## src/rtl/hazard_ctrl_if.sv

```systemverilog
// Bundle between the pipeline datapath and the hazard controller:
// the three stage instructions in, stall/flush/busy/statistics out.
interface hazard_ctrl_if;
  logic [31:0] instr_d;
  logic [31:0] instr_e;
  logic [31:0] instr_m;
  logic        stall;
  logic        flush_e;
  logic        md_busy;
  logic [15:0] stall_cnt;

  modport master (
    output instr_d, instr_e, instr_m,
    input  stall, flush_e, md_busy, stall_cnt
  );

  modport slave (
    input  instr_d, instr_e, instr_m,
    output stall, flush_e, md_busy, stall_cnt
  );
endinterface

```

## src/rtl/hazard_ctrl.sv

```systemverilog
// Hazard detection for a 5-stage MIPS-like pipeline: load-use, branch-operand
// and multiply/divide-unit hazards, plus the MD busy sequencer and stall counter.
module hazard_ctrl #(
  parameter int MULT_CYC = 5,
  parameter int DIV_CYC  = 10
) (
  input  logic         clk,
  input  logic         reset_n,
  hazard_ctrl_if.slave bus
);

  localparam logic [5:0] OP_RTYPE = 6'h00;
  localparam logic [5:0] OP_BEQ   = 6'h04;
  localparam logic [5:0] OP_ADDI  = 6'h08;
  localparam logic [5:0] OP_ORI   = 6'h0D;
  localparam logic [5:0] OP_LUI   = 6'h0F;
  localparam logic [5:0] OP_JAL   = 6'h03;
  localparam logic [5:0] OP_LW    = 6'h23;
  localparam logic [5:0] OP_SW    = 6'h2B;

  localparam logic [5:0] FN_JR    = 6'h08;
  localparam logic [5:0] FN_MFHI  = 6'h10;
  localparam logic [5:0] FN_MTHI  = 6'h11;
  localparam logic [5:0] FN_MFLO  = 6'h12;
  localparam logic [5:0] FN_MTLO  = 6'h13;
  localparam logic [5:0] FN_MULT  = 6'h18;
  localparam logic [5:0] FN_MULTU = 6'h19;
  localparam logic [5:0] FN_DIV   = 6'h1A;
  localparam logic [5:0] FN_DIVU  = 6'h1B;

  typedef enum logic {IDLE, BUSY} state_t;

  typedef struct packed {
    logic       vld;
    logic [4:0] r;
  } dest_t;

  function automatic logic is_rtype(input logic [31:0] i);
    return i[31:26] == OP_RTYPE;
  endfunction

  function automatic logic is_mult(input logic [31:0] i);
    return is_rtype(i) && (i[5:0] == FN_MULT || i[5:0] == FN_MULTU);
  endfunction

  function automatic logic is_div(input logic [31:0] i);
    return is_rtype(i) && (i[5:0] == FN_DIV || i[5:0] == FN_DIVU);
  endfunction

  function automatic logic is_jr(input logic [31:0] i);
    return is_rtype(i) && i[5:0] == FN_JR;
  endfunction

  function automatic logic is_mt(input logic [31:0] i);
    return is_rtype(i) && (i[5:0] == FN_MTHI || i[5:0] == FN_MTLO);
  endfunction

  function automatic logic is_md_op(input logic [31:0] i);
    return is_mult(i) || is_div(i) || is_mt(i) ||
           (is_rtype(i) && (i[5:0] == FN_MFHI || i[5:0] == FN_MFLO));
  endfunction

  // R-type control/MD instructions write no GPR; $0 is never a destination.
  function automatic dest_t dest_of(input logic [31:0] i);
    dest_t d;
    d.vld = 1'b0;
    d.r   = 5'd0;
    if (is_rtype(i)) begin
      if (!(is_jr(i) || is_mt(i) || is_mult(i) || is_div(i))) begin
        d.vld = 1'b1;
        d.r   = i[15:11];
      end
    end else if (i[31:26] == OP_ADDI || i[31:26] == OP_ORI ||
                 i[31:26] == OP_LUI  || i[31:26] == OP_LW) begin
      d.vld = 1'b1;
      d.r   = i[20:16];
    end else if (i[31:26] == OP_JAL) begin
      d.vld = 1'b1;
      d.r   = 5'd31;
    end
    if (d.r == 5'd0) d.vld = 1'b0;
    return d;
  endfunction

  function automatic logic uses_rs(input logic [31:0] i);
    return is_rtype(i) || i[31:26] == OP_BEQ || i[31:26] == OP_SW ||
           i[31:26] == OP_ADDI || i[31:26] == OP_ORI || i[31:26] == OP_LW;
  endfunction

  function automatic logic uses_rt(input logic [31:0] i);
    return (is_rtype(i) && !is_jr(i) && !is_mt(i)) ||
           i[31:26] == OP_BEQ || i[31:26] == OP_SW;
  endfunction

  function automatic logic reads_reg(input logic [31:0] i, input logic [4:0] r);
    return (uses_rs(i) && i[25:21] == r) || (uses_rt(i) && i[20:16] == r);
  endfunction

  function automatic logic [15:0] sat_inc(input logic [15:0] v);
    return (v == 16'hFFFF) ? v : v + 16'd1;
  endfunction

  state_t      state, state_nx;
  logic [3:0]  cnt, cnt_nx;
  logic [15:0] stall_cnt_r;
  logic        load_use, branch_hz, md_hz, stall_c;
  dest_t       dest_e;

  always_comb begin
    dest_e    = dest_of(bus.instr_e);
    load_use  = bus.instr_e[31:26] == OP_LW && bus.instr_e[20:16] != 5'd0 &&
                reads_reg(bus.instr_d, bus.instr_e[20:16]);
    branch_hz = (bus.instr_d[31:26] == OP_BEQ || is_jr(bus.instr_d)) &&
                ((dest_e.vld && reads_reg(bus.instr_d, dest_e.r)) ||
                 (bus.instr_m[31:26] == OP_LW && bus.instr_m[20:16] != 5'd0 &&
                  reads_reg(bus.instr_d, bus.instr_m[20:16])));
    md_hz     = is_md_op(bus.instr_d) &&
                (state == BUSY || is_mult(bus.instr_e) || is_div(bus.instr_e));
    stall_c   = reset_n && (load_use || branch_hz || md_hz);
  end

  // MD sequencer: starts only from IDLE, so a start seen while BUSY is dropped.
  always_comb begin
    state_nx = state;
    cnt_nx   = cnt;
    case (state)
      IDLE: begin
        if (is_mult(bus.instr_e)) begin
          state_nx = BUSY;
          cnt_nx   = 4'(MULT_CYC);
        end else if (is_div(bus.instr_e)) begin
          state_nx = BUSY;
          cnt_nx   = 4'(DIV_CYC);
        end
      end
      BUSY: begin
        cnt_nx = cnt - 4'd1;
        if (cnt <= 4'd1) begin
          state_nx = IDLE;
          cnt_nx   = 4'd0;
        end
      end
      default: begin
        state_nx = IDLE;
        cnt_nx   = 4'd0;
      end
    endcase
  end

  always_ff @(posedge clk) begin
    if (!reset_n) begin
      state       <= IDLE;
      cnt         <= 4'd0;
      stall_cnt_r <= 16'd0;
    end else begin
      state <= state_nx;
      cnt   <= cnt_nx;
      if (stall_c) stall_cnt_r <= sat_inc(stall_cnt_r);
    end
  end

  assign bus.stall     = stall_c;
  assign bus.flush_e   = stall_c;
  assign bus.md_busy   = (state == BUSY);
  assign bus.stall_cnt = stall_cnt_r;

endmodule

```

## src/flat_wrapper.sv

```systemverilog
// flat-port wrapper written by rule: the top's interface ports become plain ports
module hazard_ctrl_flat 
#(
  parameter int MULT_CYC = 5,
  parameter int DIV_CYC  = 10
)
  (clk, reset_n, bus_instr_d, bus_instr_e, bus_instr_m, bus_stall, bus_flush_e, bus_md_busy, bus_stall_cnt);
  hazard_ctrl_if bus_i ();
  input  logic clk;
  input  logic reset_n;
  input wire logic [$bits(bus_i.instr_d)-1:0] bus_instr_d;
  input wire logic [$bits(bus_i.instr_e)-1:0] bus_instr_e;
  input wire logic [$bits(bus_i.instr_m)-1:0] bus_instr_m;
  output wire logic [$bits(bus_i.stall)-1:0] bus_stall;
  output wire logic [$bits(bus_i.flush_e)-1:0] bus_flush_e;
  output wire logic [$bits(bus_i.md_busy)-1:0] bus_md_busy;
  output wire logic [$bits(bus_i.stall_cnt)-1:0] bus_stall_cnt;
  assign bus_i.instr_d = bus_instr_d;
  assign bus_i.instr_e = bus_instr_e;
  assign bus_i.instr_m = bus_instr_m;
  assign bus_stall = bus_i.stall;
  assign bus_flush_e = bus_i.flush_e;
  assign bus_md_busy = bus_i.md_busy;
  assign bus_stall_cnt = bus_i.stall_cnt;
  hazard_ctrl #(.MULT_CYC(MULT_CYC), .DIV_CYC(DIV_CYC)) u_core (.clk(clk), .reset_n(reset_n), .bus(bus_i));
endmodule
```

## config.mk

```make
export PLATFORM = sky130hd
export DESIGN_NAME = hazard_ctrl_flat
export DESIGN_NICKNAME = d
export VERILOG_FILES = /design/src/rtl/hazard_ctrl_if.sv /design/src/rtl/hazard_ctrl.sv /design/src/flat_wrapper.sv
export SDC_FILE = /design/constraint.sdc
export NUM_CORES = 1
export LEC_CHECK = 0
export BUFFER_PORTS_ARGS = -buffer_cell sky130_fd_sc_hd__buf_2
export CAP_MARGIN = 25
export CORE_MARGIN = 2
export CORE_UTILIZATION = 46
export CTS_CLUSTER_DIAMETER = 150
export CTS_CLUSTER_SIZE = 14
export DETAILED_ROUTE_END_ITERATION = 6
export PLACE_DENSITY_LB_ADDON = 0.12
export SKIP_LAST_GASP = 1
export SYNTH_ARGS = -nofsm -noshare
export SYNTH_HDL_FRONTEND = slang
export SYNTH_SLANG_ARGS = --single-unit
```

## constraint.sdc

```tcl
create_clock -name clk -period 8.3 [get_ports clk]
set_input_delay 2.075 -clock clk [delete_from_list [all_inputs] [get_ports clk]]
set_output_delay 2.075 -clock clk [all_outputs]
set_load 0.01 [all_outputs]
```

==> Word-level counts from Yosys, hierarchy flattened <==
Index checks and enable logic that the tools add are counted.
{ "word_totals": {"ff_bits": 21, "in_bits": 98, "output_inout_bits": 19, "elab_cells": 121} }
{ "op_classes": {"addsub": 2, "order_cmp": 1, "n_eq_ne": 35, "mux": 13, "n_bitwise": 2, "n_reduce_logical": 65} }
{ "op_table": {"columns": ["cell", "count"], "rows": [
  ["6-bit by 5-bit equality test with 1-bit output (second input constant)", 14],
  ["6-bit by 4-bit equality test with 1-bit output (second input constant)", 7],
  ["1-bit logical OR", 32],
  ["5-bit equality test", 6],
  ["1-bit logical AND", 25],
  ["6-bit equality test (second input constant)", 4],
  ["6-bit two-way mux", 4],
  ["16-bit by 1-bit adder with 16-bit output (second input constant)", 1],
  ["16-bit equality test (second input constant)", 1],
  ["6-bit logical NOT", 2],
  ["4-bit two-way mux", 3],
  ["5-bit nonzero test", 2],
  ["4-bit one-hot mux with 2 select lines", 1],
  ["6-bit by 2-bit equality test with 1-bit output (second input constant)", 1],
  ["6-bit by 3-bit equality test with 1-bit output (second input constant)", 1],
  ["5-bit logical NOT", 1],
  ["4-bit by 1-bit <= comparator with 1-bit output (second input constant)", 1],
  ["1-bit two-way mux", 4],
  ["4-bit by 1-bit subtractor with 4-bit output (second input constant)", 1],
  ["3-bit by 1-bit inequality test with 1-bit output (second input constant)", 1],
  ["1-bit logical NOT", 2],
  ["1-bit inverter", 2],
  ["1-bit one-hot mux with 2 select lines", 1],
  ["2-bit AND reduction", 1]
]} }

==> Longest topological paths before layout <==
Gate-level depths: netlist (run 1).
{ "depth": {"word_depth": 18, "mapped_depth": 13, "ltp_nobuf": 9} }

==> Worst setup path before layout (run 1) <==
No wires, ideal clock.
{ "synth_path": {"kind": "input to output", "from": "input bus_instr_e[29]", "to": "output bus_stall", "arrival_ns": 4.213, "t_required_ns": 6.225, "path_slack_ns": 2.012, "stages": 12, "n_path_buf": 3, "cell_sequence": "buf_2 -> clkbuf_1 -> or3b_2 -> a21oi_1 -> nor2_1 -> nor4_1 -> o21bai_1 -> a21oi_1 -> a21oi_1 -> nor2b_1 -> o21a_1 -> buf_4"} }
{ "synth_between": {"elab_chain_len": 16, "elab_cells_between_ends": 38, "cone_classes": "eq/ne (7); mux (5); reduce/logical (26)"} }
{ "synth_rtl": {"columns": ["item", "line", "text"], "rows": [
  ["start, declared", "flat_wrapper.sv:12", "input wire logic [$bits(bus_i.instr_e)-1:0] bus_instr_e;"],
  ["6-bit logical NOT", "hazard_ctrl.sv:39", "return i[31:26] == OP_RTYPE;"],
  ["1-bit logical AND (on tied branches)", "hazard_ctrl.sv:51, hazard_ctrl.sv:55", null],
  ["1-bit logical OR (3 in a row)", "hazard_ctrl.sv:69", "if (!(is_jr(i) || is_mt(i) || is_mult(i) || is_div(i))) begin"],
  ["6-bit two-way mux", "hazard_ctrl.sv:69", null],
  ["6-bit two-way mux", "hazard_ctrl.sv:68", "if (is_rtype(i)) begin"],
  ["5-bit equality test", "hazard_ctrl.sv:96", "return (uses_rs(i) && i[25:21] == r) || (uses_rt(i) && i[20:16] == r);"],
  ["1-bit logical AND", "hazard_ctrl.sv:96", null],
  ["1-bit logical OR", "hazard_ctrl.sv:96", null],
  ["1-bit logical AND", "hazard_ctrl.sv:114", "((dest_e.vld && reads_reg(bus.instr_d, dest_e.r)) ||"],
  ["1-bit logical OR", "hazard_ctrl.sv:114", null],
  ["1-bit logical AND", "hazard_ctrl.sv:113", "branch_hz = (bus.instr_d[31:26] == OP_BEQ || is_jr(bus.instr_d)) &&"],
  ["1-bit logical OR", "hazard_ctrl.sv:119", "stall_c = reset_n && (load_use || branch_hz || md_hz);"],
  ["1-bit logical OR (*)", "hazard_ctrl.sv:119", null],
  ["1-bit logical AND (*)", "hazard_ctrl.sv:119", null],
  ["end, declared", "flat_wrapper.sv:14", "output wire logic [$bits(bus_i.stall)-1:0] bus_stall;"]
]} }
Mark *: on every way between the ends. The rest lies on a longest branch, timed or not.

==> Worst setup path in the final report (run 1) <==
{ "layout_path": {"from": "input bus_instr_e[29]", "to": "output bus_flush_e"} }
{ "layout_between": {"elab_chain_len": 16, "elab_cells_between_ends": 38, "cone_classes": "eq/ne (7); mux (5); reduce/logical (26)"} }
{ "layout_rtl": {"columns": ["item", "line", "text"], "rows": [
  ["6-bit logical NOT", "hazard_ctrl.sv:39", null],
  ["1-bit logical AND (on tied branches)", "hazard_ctrl.sv:51, hazard_ctrl.sv:55", null],
  ["1-bit logical OR (3 in a row)", "hazard_ctrl.sv:69", null],
  ["6-bit two-way mux", "hazard_ctrl.sv:69", null],
  ["6-bit two-way mux", "hazard_ctrl.sv:68", null],
  ["5-bit equality test", "hazard_ctrl.sv:96", null],
  ["1-bit logical AND", "hazard_ctrl.sv:96", null],
  ["1-bit logical OR", "hazard_ctrl.sv:96", null],
  ["1-bit logical AND", "hazard_ctrl.sv:114", null],
  ["1-bit logical OR", "hazard_ctrl.sv:114", null],
  ["1-bit logical AND", "hazard_ctrl.sv:113", null],
  ["1-bit logical OR", "hazard_ctrl.sv:119", null],
  ["1-bit logical OR (*)", "hazard_ctrl.sv:119", null],
  ["1-bit logical AND (*)", "hazard_ctrl.sv:119", null],
  ["end, declared", "flat_wrapper.sv:15", "output wire logic [$bits(bus_i.flush_e)-1:0] bus_flush_e;"]
]} }
Marks and branches as above.

==> flow_summary.json, run 1 <==
{
  "status": "completed",
  "first_pass_iters": 4,
  "r2r_cells": 9,
  "synth_enable_flop_cells": 0,
  "tightestPinTransition_ns": 0.831,
  "synth_top_area_share_pct": 18.4,
  "ys_seq_area_share_pct": 18.4,
  "wl_per_cell_um": 13.7,
  "fmax_mhz": 149,
  "hold_start": "u_core.cnt[2]",
  "rows": 25,
  "overflow": 0,
  "antennaDiodeCount": 0,
  "syn-cell-area_mm2": 0.00228,
  "hpwl_um": 4580,
  "drive_above_1_share_pct": 28.7,
  "crit_path_max_incr_delay_ns": 0.75,
  "clock_skew_ns": 0.00335,
  "synthTopCellsByArea": "dfxtp_1 18%, xnor2_1 5.8%, xor2_1 5.4%, nor2_1 3.6%, nand2_1 3.5%",
  "gp_congestion": 0.899,
  "postLayoutSetupSlackWorst_ns": 1.57,
  "dp_slack_ns": 1.63,
  "slowest_stage": "a211oi_1",
  "synthTopCellsByCount": "22 x nor2_1, 21 x dfxtp_1, 21 x nand2_1",
  "cts_root_buf": "clkbuf_8",
  "power.leakage_nw": 1.16,
  "io_pins": 117,
  "fin_crit_ns": 6.73,
  "cp_top_family": "compound AO/OA/AOI/OAI gates",
  "cts_resized": 0,
  "core_area_mm2": 0.00475,
  "n_fill_cell": 485,
  "path_buf_inv": 2,
  "routed_wl_um": 5890,
  "yosysMostFrequentCell": "nor2_1",
  "worstSetupPathDepth": 11,
  "reg2reg_from": "u_core.bus.stall_cnt[0]",
  "postCtsSetupBuffers": 0,
  "synth_cell_types": 66,
  "power.density_mw_per_mm2": 83.3,
  "reg2reg_to": "u_core.bus.stall_cnt[1]",
  "ys_ff_latch": 21,
  "tns_ns": 0,
  "ff_latch_area_um2": 420,
  "route.vias.total": 2455,
  "worst-endpoint-required_ns": 6.23,
  "cp.arrival_ns": 4.65,
  "vias_per_cell": 5.71,
  "drc": 0,
  "grt_setup_unrepaired": "false",
  "grt_pass1_vias": 2214,
  "start_util_pct": 48.0,
  "crit_path_cell_trace": "buf_2 -> nand4bb_1 -> a21oi_2 -> a211oi_1 -> nor4_4 -> nand4b_1 -> a21oi_1 -> a21oi_1 -> nor2b_1 -> o21a_1 -> buf_2",
  "track_usage_pct": 21.8,
  "cts_tree": "built",
  "ant_nets": 0,
  "end_kind": "primary output",
  "area_growth_pct": 18.9,
  "ir_worst_vdd_v": 0.0000883,
  "cap_viol_max_count": 0,
  "htreeDepth": 1,
  "final_cells": 430,
  "dp.cells": 426,
  "relSlewSlack_pct": 44.2,
  "crit_start": "bus_instr_e[29]",
  "die_x_um": 74.4,
  "cp-endpoint": "bus_flush_e",
  "multi_input_area_mm2": 0.00172,
  "setup_viol": 0,
  "async_flop_share_pct": 0,
  "portBuffers": 75,
  "cts_buffers": 3,
  "syn_inst": 298,
  "die-area_mm2": 0.00554,
  "cts_hold_buffers": 0,
  "worstPathMaxFanout": 19,
  "synth_top_cell_by_area": "dfxtp_1",
  "start_kind": "primary input",
  "clockBufferDepth": 2,
  "grt_pass1_wl_um": 9720,
  "yosysWarnings": 0,
  "hold_viol_final": 0,
  "syn_nets": 399,
  "dieHeight_um": 74.4,
  "cts_num_sinks": 21,
  "nets": 465,
  "min_path_type": "reg -> reg",
  "timing.final.crit_share_pct": 81.1,
  "clock_latency_ns": 0.26,
  "clk_pin_slew_ns": 0.07,
  "p_total_w": 0.000226,
  "antenna_found_initial": 0,
  "first_iter_violations": 150,
  "critical_path_class": "in -> out",
  "grt_max_degree": 31,
  "syn_avg_cell_area_um2": 7.65,
  "r2r_slack_ns": 5.70,
  "slew_violations": 0,
  "ys.flop_type": "dfxtp_1"
}
[how the worst min path moves through the flow]
| stage | to | slack (ns) | cells past startpoint |
|---|---|---|---|
| after floorplan | u_core.cnt[2] | 0.45 | 2 |
| after global placement | u_core.cnt[2] | 0.48 | 2 |
| after detailed placement | u_core.cnt[2] | 0.48 | 2 |
| after CTS | u_core.cnt[2] | 0.49 | 2 |
| after global routing | u_core.cnt[2] | 0.52 | 2 |
| final | u_core.cnt[2] | 0.48 | 2 |
[sequential cells by signal, summed over array words and instances (netlist names)]
register / cells
u_core.bus.md_busy: 1
u_core.cnt: 4
u_core.bus.stall_cnt: 16
[stage by stage]
step	hold slack, ns	instance area (um^2)	util [%]
2_1_floorplan	0.450	2280	-
3_3_place_gp	0.477	2670	56.1
3_5_place_dp	0.476	2670	56.1
4_1_cts	0.488	2710	57.1
5_1_grt	0.525	2710	57.1
6_report	0.482	2710	57.1
[tightest hold or removal path, stage by stage, from the launching register on]
cell and delay, ns:
dfxtp_1 0.34, inv_1 0.06, a21oi_1 0.05
[layout make-up]
cell class              count  area share (%)
inverters                  16            2.21
clock buffers               4            1.66
repair buffers             76            14.1
flip-flops and latches     21            15.5
well taps                  67            3.09
multi-input cells         246            63.4
[where the power goes]
| part | internal (W) | total (W) | switching, W |
|---|---|---|---|
| registers | 0.000101 | 0.000101 | 0.0000000590 |
| clock network | 0.0000342 | 0.0000671 | 0.0000328 |
| logic | 0.0000262 | 0.0000580 | 0.0000318 |
| total | 0.000161 | 0.000226 | 0.0000647 |
[per-layer routing]
metal	track usage [%]	wire length (um)
met1	27.6	2710
met2	38.8	2900
met3	1.76	200
met4	7.54	87
met5	0	0
[cells in the final DEF, fill, tap and decap left out, types with 4 or more instances in the layout]
cell type	count
nand2_1	21
a211oi_1	5
buf_2	75
xnor2_1	15
nor4_1	7
o22ai_1	4
or3_1	5
o21ai_0	7
and3_1	9
nand3b_1	4
or2_2	7
nor3_1	12
nor2_1	22
dfxtp_1	21
a21oi_1	12
nand3_1	8
xor2_1	14
nand2b_1	9
nand4_1	7
mux2i_1	6
inv_1	16
[kinds of logic (layout without fill, tap and decap cells)]
group | count (synthesis) | count (layout) | share of synthesized area, %
mux | 7 | 7 | 3.13
buf+inv | 31 | 96 | 6.14
compound gates | 70 | 70 | 23.7
simple gates | 137 | 137 | 35.8
flops | 21 | 21 | 18.4
fa+ha+maj | 3 | 3 | 1.65
xor+xnor | 29 | 29 | 11.1
No activity file was read; power rests on OpenSTA's default activity.
==> run 2: changes to the inputs <==
clock period = 6.7 ns   (was 8.3 ns; I/O delays follow)
==> run 2 against run 1 <==
  * Worst setup slack got worse by 0.75 ns
  * Sequential cell count unchanged
  * Via count about the same
  * Clock skew about the same
  * Non-clock buffer count increased by 1
  * Total power increased by 24%
  * Sequential power increased by 24%
  * Combinational power increased by 25%
  * Clock power increased by 23%
  * Die area unchanged
  * Critical path depth unchanged
  * Hold slack improved by 0.0017 ns
  * Largest cell class unchanged
  * Highest routed layer unchanged
==> flow_summary.json, run 2 (synthesis results as in run 1) <==
{
  "status": "completed",
  "htreeDepth": 1,
  "grt_max_degree": 31,
  "relSlewSlack_pct": 52.5,
  "slowest_stage": "or4_4",
  "final_common_cell": "buf_2",
  "finish.utilization_pct": 57.2,
  "cts_hold_buffers": 0,
  "cts_tree": "built",
  "cp-endpoint": "bus_stall",
  "critical_path_class": "in -> out",
  "hpwl_um": 4630,
  "portBuffers": 75,
  "io_pins": 117,
  "reg2reg_to": "u_core.bus.stall_cnt[1]",
  "cts_buffers": 3,
  "end_kind": "primary output",
  "gp_congestion": 0.880,
  "worst-endpoint-required_ns": 5.03,
  "setup_viol": 0,
  "grt_pass1_vias": 2153,
  "min_path_type": "reg -> reg",
  "cts_resized": 0,
  "path_buf_inv": 2,
  "ir_worst_vdd_v": 0.000110,
  "crit_path_cell_trace": "buf_2 -> or4_4 -> a311oi_1 -> nor2_1 -> nor4_1 -> o21bai_1 -> a21oi_1 -> a21oi_1 -> nor2b_1 -> o21a_1 -> buf_2",
  "antenna_found_initial": 0,
  "power.density_mw_per_mm2": 103,
  "worstPathMaxFanout": 13,
  "rows": 25,
  "fmax_mhz": 170,
  "dieHeight_um": 74.4,
  "grt_pass1_wl_um": 9460,
  "fin_crit_ns": 5.88,
  "clock_skew_ns": 0.00351,
  "vias_per_cell": 5.70,
  "core_area_mm2": 0.00475,
  "reg2reg_from": "u_core.bus.stall_cnt[0]",
  "area_growth_pct": 19.3,
  "postCtsSetupBuffers": 0,
  "routed_wl_um": 5900,
  "r2r_slack_ns": 4.06,
  "first_iter_violations": 102,
  "dp_slack_ns": 0.857,
  "die-area_mm2": 0.00554,
  "n_fill_cell": 488,
  "start_util_pct": 48.0,
  "first_pass_iters": 4,
  "clock_latency_ns": 0.26,
  "drive_above_1_share_pct": 28.8,
  "cap_viol_max_count": 0,
  "crit_path_max_incr_delay_ns": 0.64,
  "timing.final.crit_share_pct": 87.7,
  "tightestPinTransition_ns": 0.712,
  "tns_ns": 0,
  "cts_num_sinks": 21,
  "crit_start": "bus_instr_e[27]",
  "power.leakage_nw": 1.16,
  "cp_top_family": "simple AND/OR/NAND/NOR gates",
  "track_usage_pct": 21.5,
  "r2r_cells": 9,
  "cp.arrival_ns": 4.20,
  "ant_nets": 0,
  "worstSetupPathDepth": 11,
  "wl_per_cell_um": 13.7,
  "antennaDiodeCount": 0,
  "cts_root_buf": "clkbuf_8",
  "slew_violations": 0,
  "postLayoutSetupSlackWorst_ns": 0.825,
  "clockBufferDepth": 2,
  "largest_register_ff_count": 16,
  "layout_common_cells": "75 x buf_2, 22 x nor2_1, 21 x nand2_1, 21 x dfxtp_1, 16 x inv_1",
  "start_kind": "primary input",
  "grt_setup_unrepaired": "false",
  "clk_pin_slew_ns": 0.07,
  "hold_viol_final": 0,
  "route.vias.total": 2456,
  "die_x_um": 74.4,
  "overflow": 0,
  "drc": 0,
  "nets": 466
}
run 2: changes by cell type in the layout (fill, tap and decap cells not counted):
cell / before / now
buf_4: 1 / 2
run 2: routing by layer:
metal / share of wire (%) / track usage [%] / up-vias
met2: 49 / 37.8 / 70
met4: 2.3 / 8.73 / 0
met3: 4.6 / 1.90 / 13
met1: 44 / 27.0 / 1122
li1: - / - / 1251
met5: 0 / 0 / -
run 2: worst reg2reg max path: stages, from the launching register on:
cell	delay, ns
dfxtp_1	0.39
ha_1	0.26
nand3_1	0.25
or3_1	0.46
and2_1	0.18
and3_1	0.17
a222oi_1	0.23
buf_4	0.32
mux2i_1	0.21
nor2b_1	0.06
run 2: layout make-up:
type / count / area (um^2) / share of cell area (%)
clock buffer: 4 / 45.0 / 1.66
inverter: 16 / 60.1 / 2.21
multi-input combinational: 246 / 1720 / 63.2
sequential: 21 / 420 / 15.5
tap: 67 / 83.8 / 3.08
timing repair buffer: 77 / 390 / 14.4
run 2: worst min-delay path by stage:
stage | start | depth (start not counted) | end
5_1_grt | u_core.bus.stall_cnt[7] | 2 | u_core.bus.stall_cnt[7]
4_1_cts | u_core.cnt[2] | 2 | u_core.cnt[2]
3_5_place_dp | u_core.cnt[2] | 2 | u_core.cnt[2]
6_report | u_core.cnt[2] | 2 | u_core.cnt[2]
3_3_place_gp | u_core.cnt[2] | 2 | u_core.cnt[2]
2_1_floorplan | u_core.cnt[2] | 2 | u_core.cnt[2]
run 2: through the flow:
step	hold slack [ns]	cells	cell area, um^2	total power, W
3_3_place_gp	0.477	427	2680	0.000198
5_1_grt	0.528	431	2720	0.000295
3_5_place_dp	0.480	427	2680	0.000200
6_report	0.483	431	2720	0.000280
2_1_floorplan	0.450	298	2280	0.000169
4_1_cts	0.491	431	2720	0.000281
run 2: report_power, final:
part | switching (W) | total (W) | leakage [nW] | internal [W]
Sequential | 0.0000000709 | 0.000125 | 0.169 | 0.000125
Combinational | 0.0000398 | 0.0000724 | 0.969 | 0.0000326
Clock | 0.0000400 | 0.0000823 | 0.0228 | 0.0000424
==> run 3: changes to the inputs <==
ABC_CLOCK_PERIOD_IN_PS = 6700   (was unset)
RECOVER_POWER = 25   (was unset)
==> run 3 against run 2 <==
  * Via count is essentially flat
  * Sequential power is essentially flat
  * Combinational power is essentially flat
  * Worst setup slack is essentially flat
  * Fmax is essentially flat
  * Critical endpoint unchanged
==> flow_summary.json, run 3 (synthesis results as in run 1) <==
{
  "grt_setup_unrepaired": "false",
  "relSlewSlack_pct": 52.5,
  "htreeDepth": 1,
  "io_pins": 117,
  "cap_viol_max_count": 0,
  "p_total_w": 0.000280,
  "p_comb_share_pct": 25.9,
  "worst-endpoint-required_ns": 5.03,
  "layout_common_cells": "65 x buf_2, 22 x nor2_1, 21 x nand2_1, 21 x dfxtp_1, 16 x inv_1",
  "slew_violations": 0,
  "ir_worst_vdd_v": 0.000110,
  "clock_latency_ns": 0.26,
  "grt_max_degree": 31,
  "status": "completed",
  "intPower_w": 0.000200,
  "switching_share_pct": 28.5,
  "first_pass_iters": 4,
  "ant_nets": 0,
  "start_util_pct": 48.0,
  "cts_buffers": 3,
  "cts_root_buf": "clkbuf_8",
  "portBuffers": 75,
  "largest_register_ff_count": 16,
  "power.density_mw_per_mm2": 103,
  "cts_resized": 0,
  "die_x_um": 74.4,
  "crit_path_max_incr_delay_ns": 0.64,
  "cts_tree": "built",
  "timing.final.crit_share_pct": 87.7,
  "drc": 0,
  "slowest_stage": "or4_4",
  "route.vias.total": 2455,
  "drive_above_1_share_pct": 26.1,
  "vias_per_cell": 5.70,
  "end_kind": "primary output",
  "area_growth_pct": 18.7,
  "overflow": 0,
  "worstPathMaxFanout": 13,
  "cts_hold_buffers": 0,
  "start_kind": "primary input",
  "die-area_mm2": 0.00554,
  "antenna_found_initial": 0,
  "p_switching_w": 0.0000798,
  "cp.arrival_ns": 4.20,
  "rows": 25,
  "cts_num_sinks": 21,
  "clock_power_share_pct": 29.4,
  "setup_viol": 0,
  "clock_skew_ns": 0.00357,
  "tightestPinTransition_ns": 0.712,
  "routed_wl_um": 5890,
  "fmax_mhz": 170,
  "wl_per_cell_um": 13.7,
  "clockBufferDepth": 2,
  "dieHeight_um": 74.4,
  "whs_ns": 0.483,
  "p_seq_share_pct": 44.7,
  "fin_crit_ns": 5.87,
  "first_iter_violations": 103,
  "tns_ns": 0,
  "nets": 466,
  "power.leakage_nw": 1.12,
  "grt_pass1_wl_um": 9460,
  "gp_congestion": 0.880,
  "core_area_mm2": 0.00475,
  "final_common_cell": "buf_2",
  "crit_path_cell_trace": "buf_2 -> or4_4 -> a311oi_1 -> nor2_1 -> nor4_1 -> o21bai_1 -> a21oi_1 -> a21oi_1 -> nor2b_1 -> o21a_1 -> buf_2",
  "track_usage_pct": 21.5,
  "min_path_type": "reg -> reg",
  "clk_pin_slew_ns": 0.07,
  "r2r_slack_ns": 4.06,
  "hpwl_um": 4630,
  "hold_viol_final": 0,
  "grt_pass1_vias": 2153,
  "antennaDiodeCount": 0,
  "critical_path_class": "in -> out",
  "postCtsSetupBuffers": 0
}
==> run 3: cell types whose count changed in the layout (fill, tap and decap cells not counted) <==
cell	delta
buf_2	-10
clkbuf_1	+10
==> run 3: area by class of cell <==
type                       count  area [um^2]
fill                         492         2050
multi-input combinational    246         1720
sequential                    21          420
timing repair buffer          77          378
tap                           67         83.8
inverter                      16         60.1
clock buffer                   4         45.0
==> run 3: path summary, 6_finish.rpt <==
| kind | from | endpoint | cells past startpoint |
|---|---|---|---|
| setup / recovery | bus_instr_e[27] | bus_stall | 11 |
| hold / removal | u_core.cnt[2] | u_core.cnt[2] | 2 |
| setup reg to reg | u_core.bus.stall_cnt[0] | u_core.bus.stall_cnt[1] | 9 |
| hold reg to reg | u_core.cnt[2] | u_core.cnt[2] | 2 |
==> run 3: worst max-delay path, delay by kind of cell <==
family                 cells  cell delay [ns]
buffers and inverters      2             0.25
AND/OR/NAND/NOR            4             1.19
AO/OA/AOI/OAI              5             1.08
==> run 3: stage by stage <==
stage / util (%) / std cells / worst slack [ns] / cell area [um^2]
5_1_grt: 56.9 / 431 / 0.627 / 2710
6_report: 56.9 / 431 / 0.825 / 2710
2_1_floorplan: - / 298 / 1.21 / 2280
3_5_place_dp: 56.3 / 427 / 0.857 / 2680
3_3_place_gp: 56.3 / 427 / 0.867 / 2680
4_1_cts: 57.2 / 431 / 0.847 / 2720
==> run 3: power groups by stage <==
stage	logic (W)	clock network, W	registers [W]
floorplan	0.0000409	0	0.000128
global placement	0.0000706	0	0.000128
detailed placement	0.0000718	0	0.000128
CTS	0.0000723	0.0000843	0.000125
global route	0.0000794	0.0000906	0.000125
finish	0.0000724	0.0000823	0.000125
==> run 3: routing by layer <==
layer | global-route usage (%) | vias to the layer above | routed length, um
met5 | 0 | - | 0
met2 | 37.8 | 72 | 2870
li1 | - | 1252 | -
met1 | 27.0 | 1118 | 2610
met4 | 8.73 | 0 | 138
met3 | 1.90 | 13 | 276
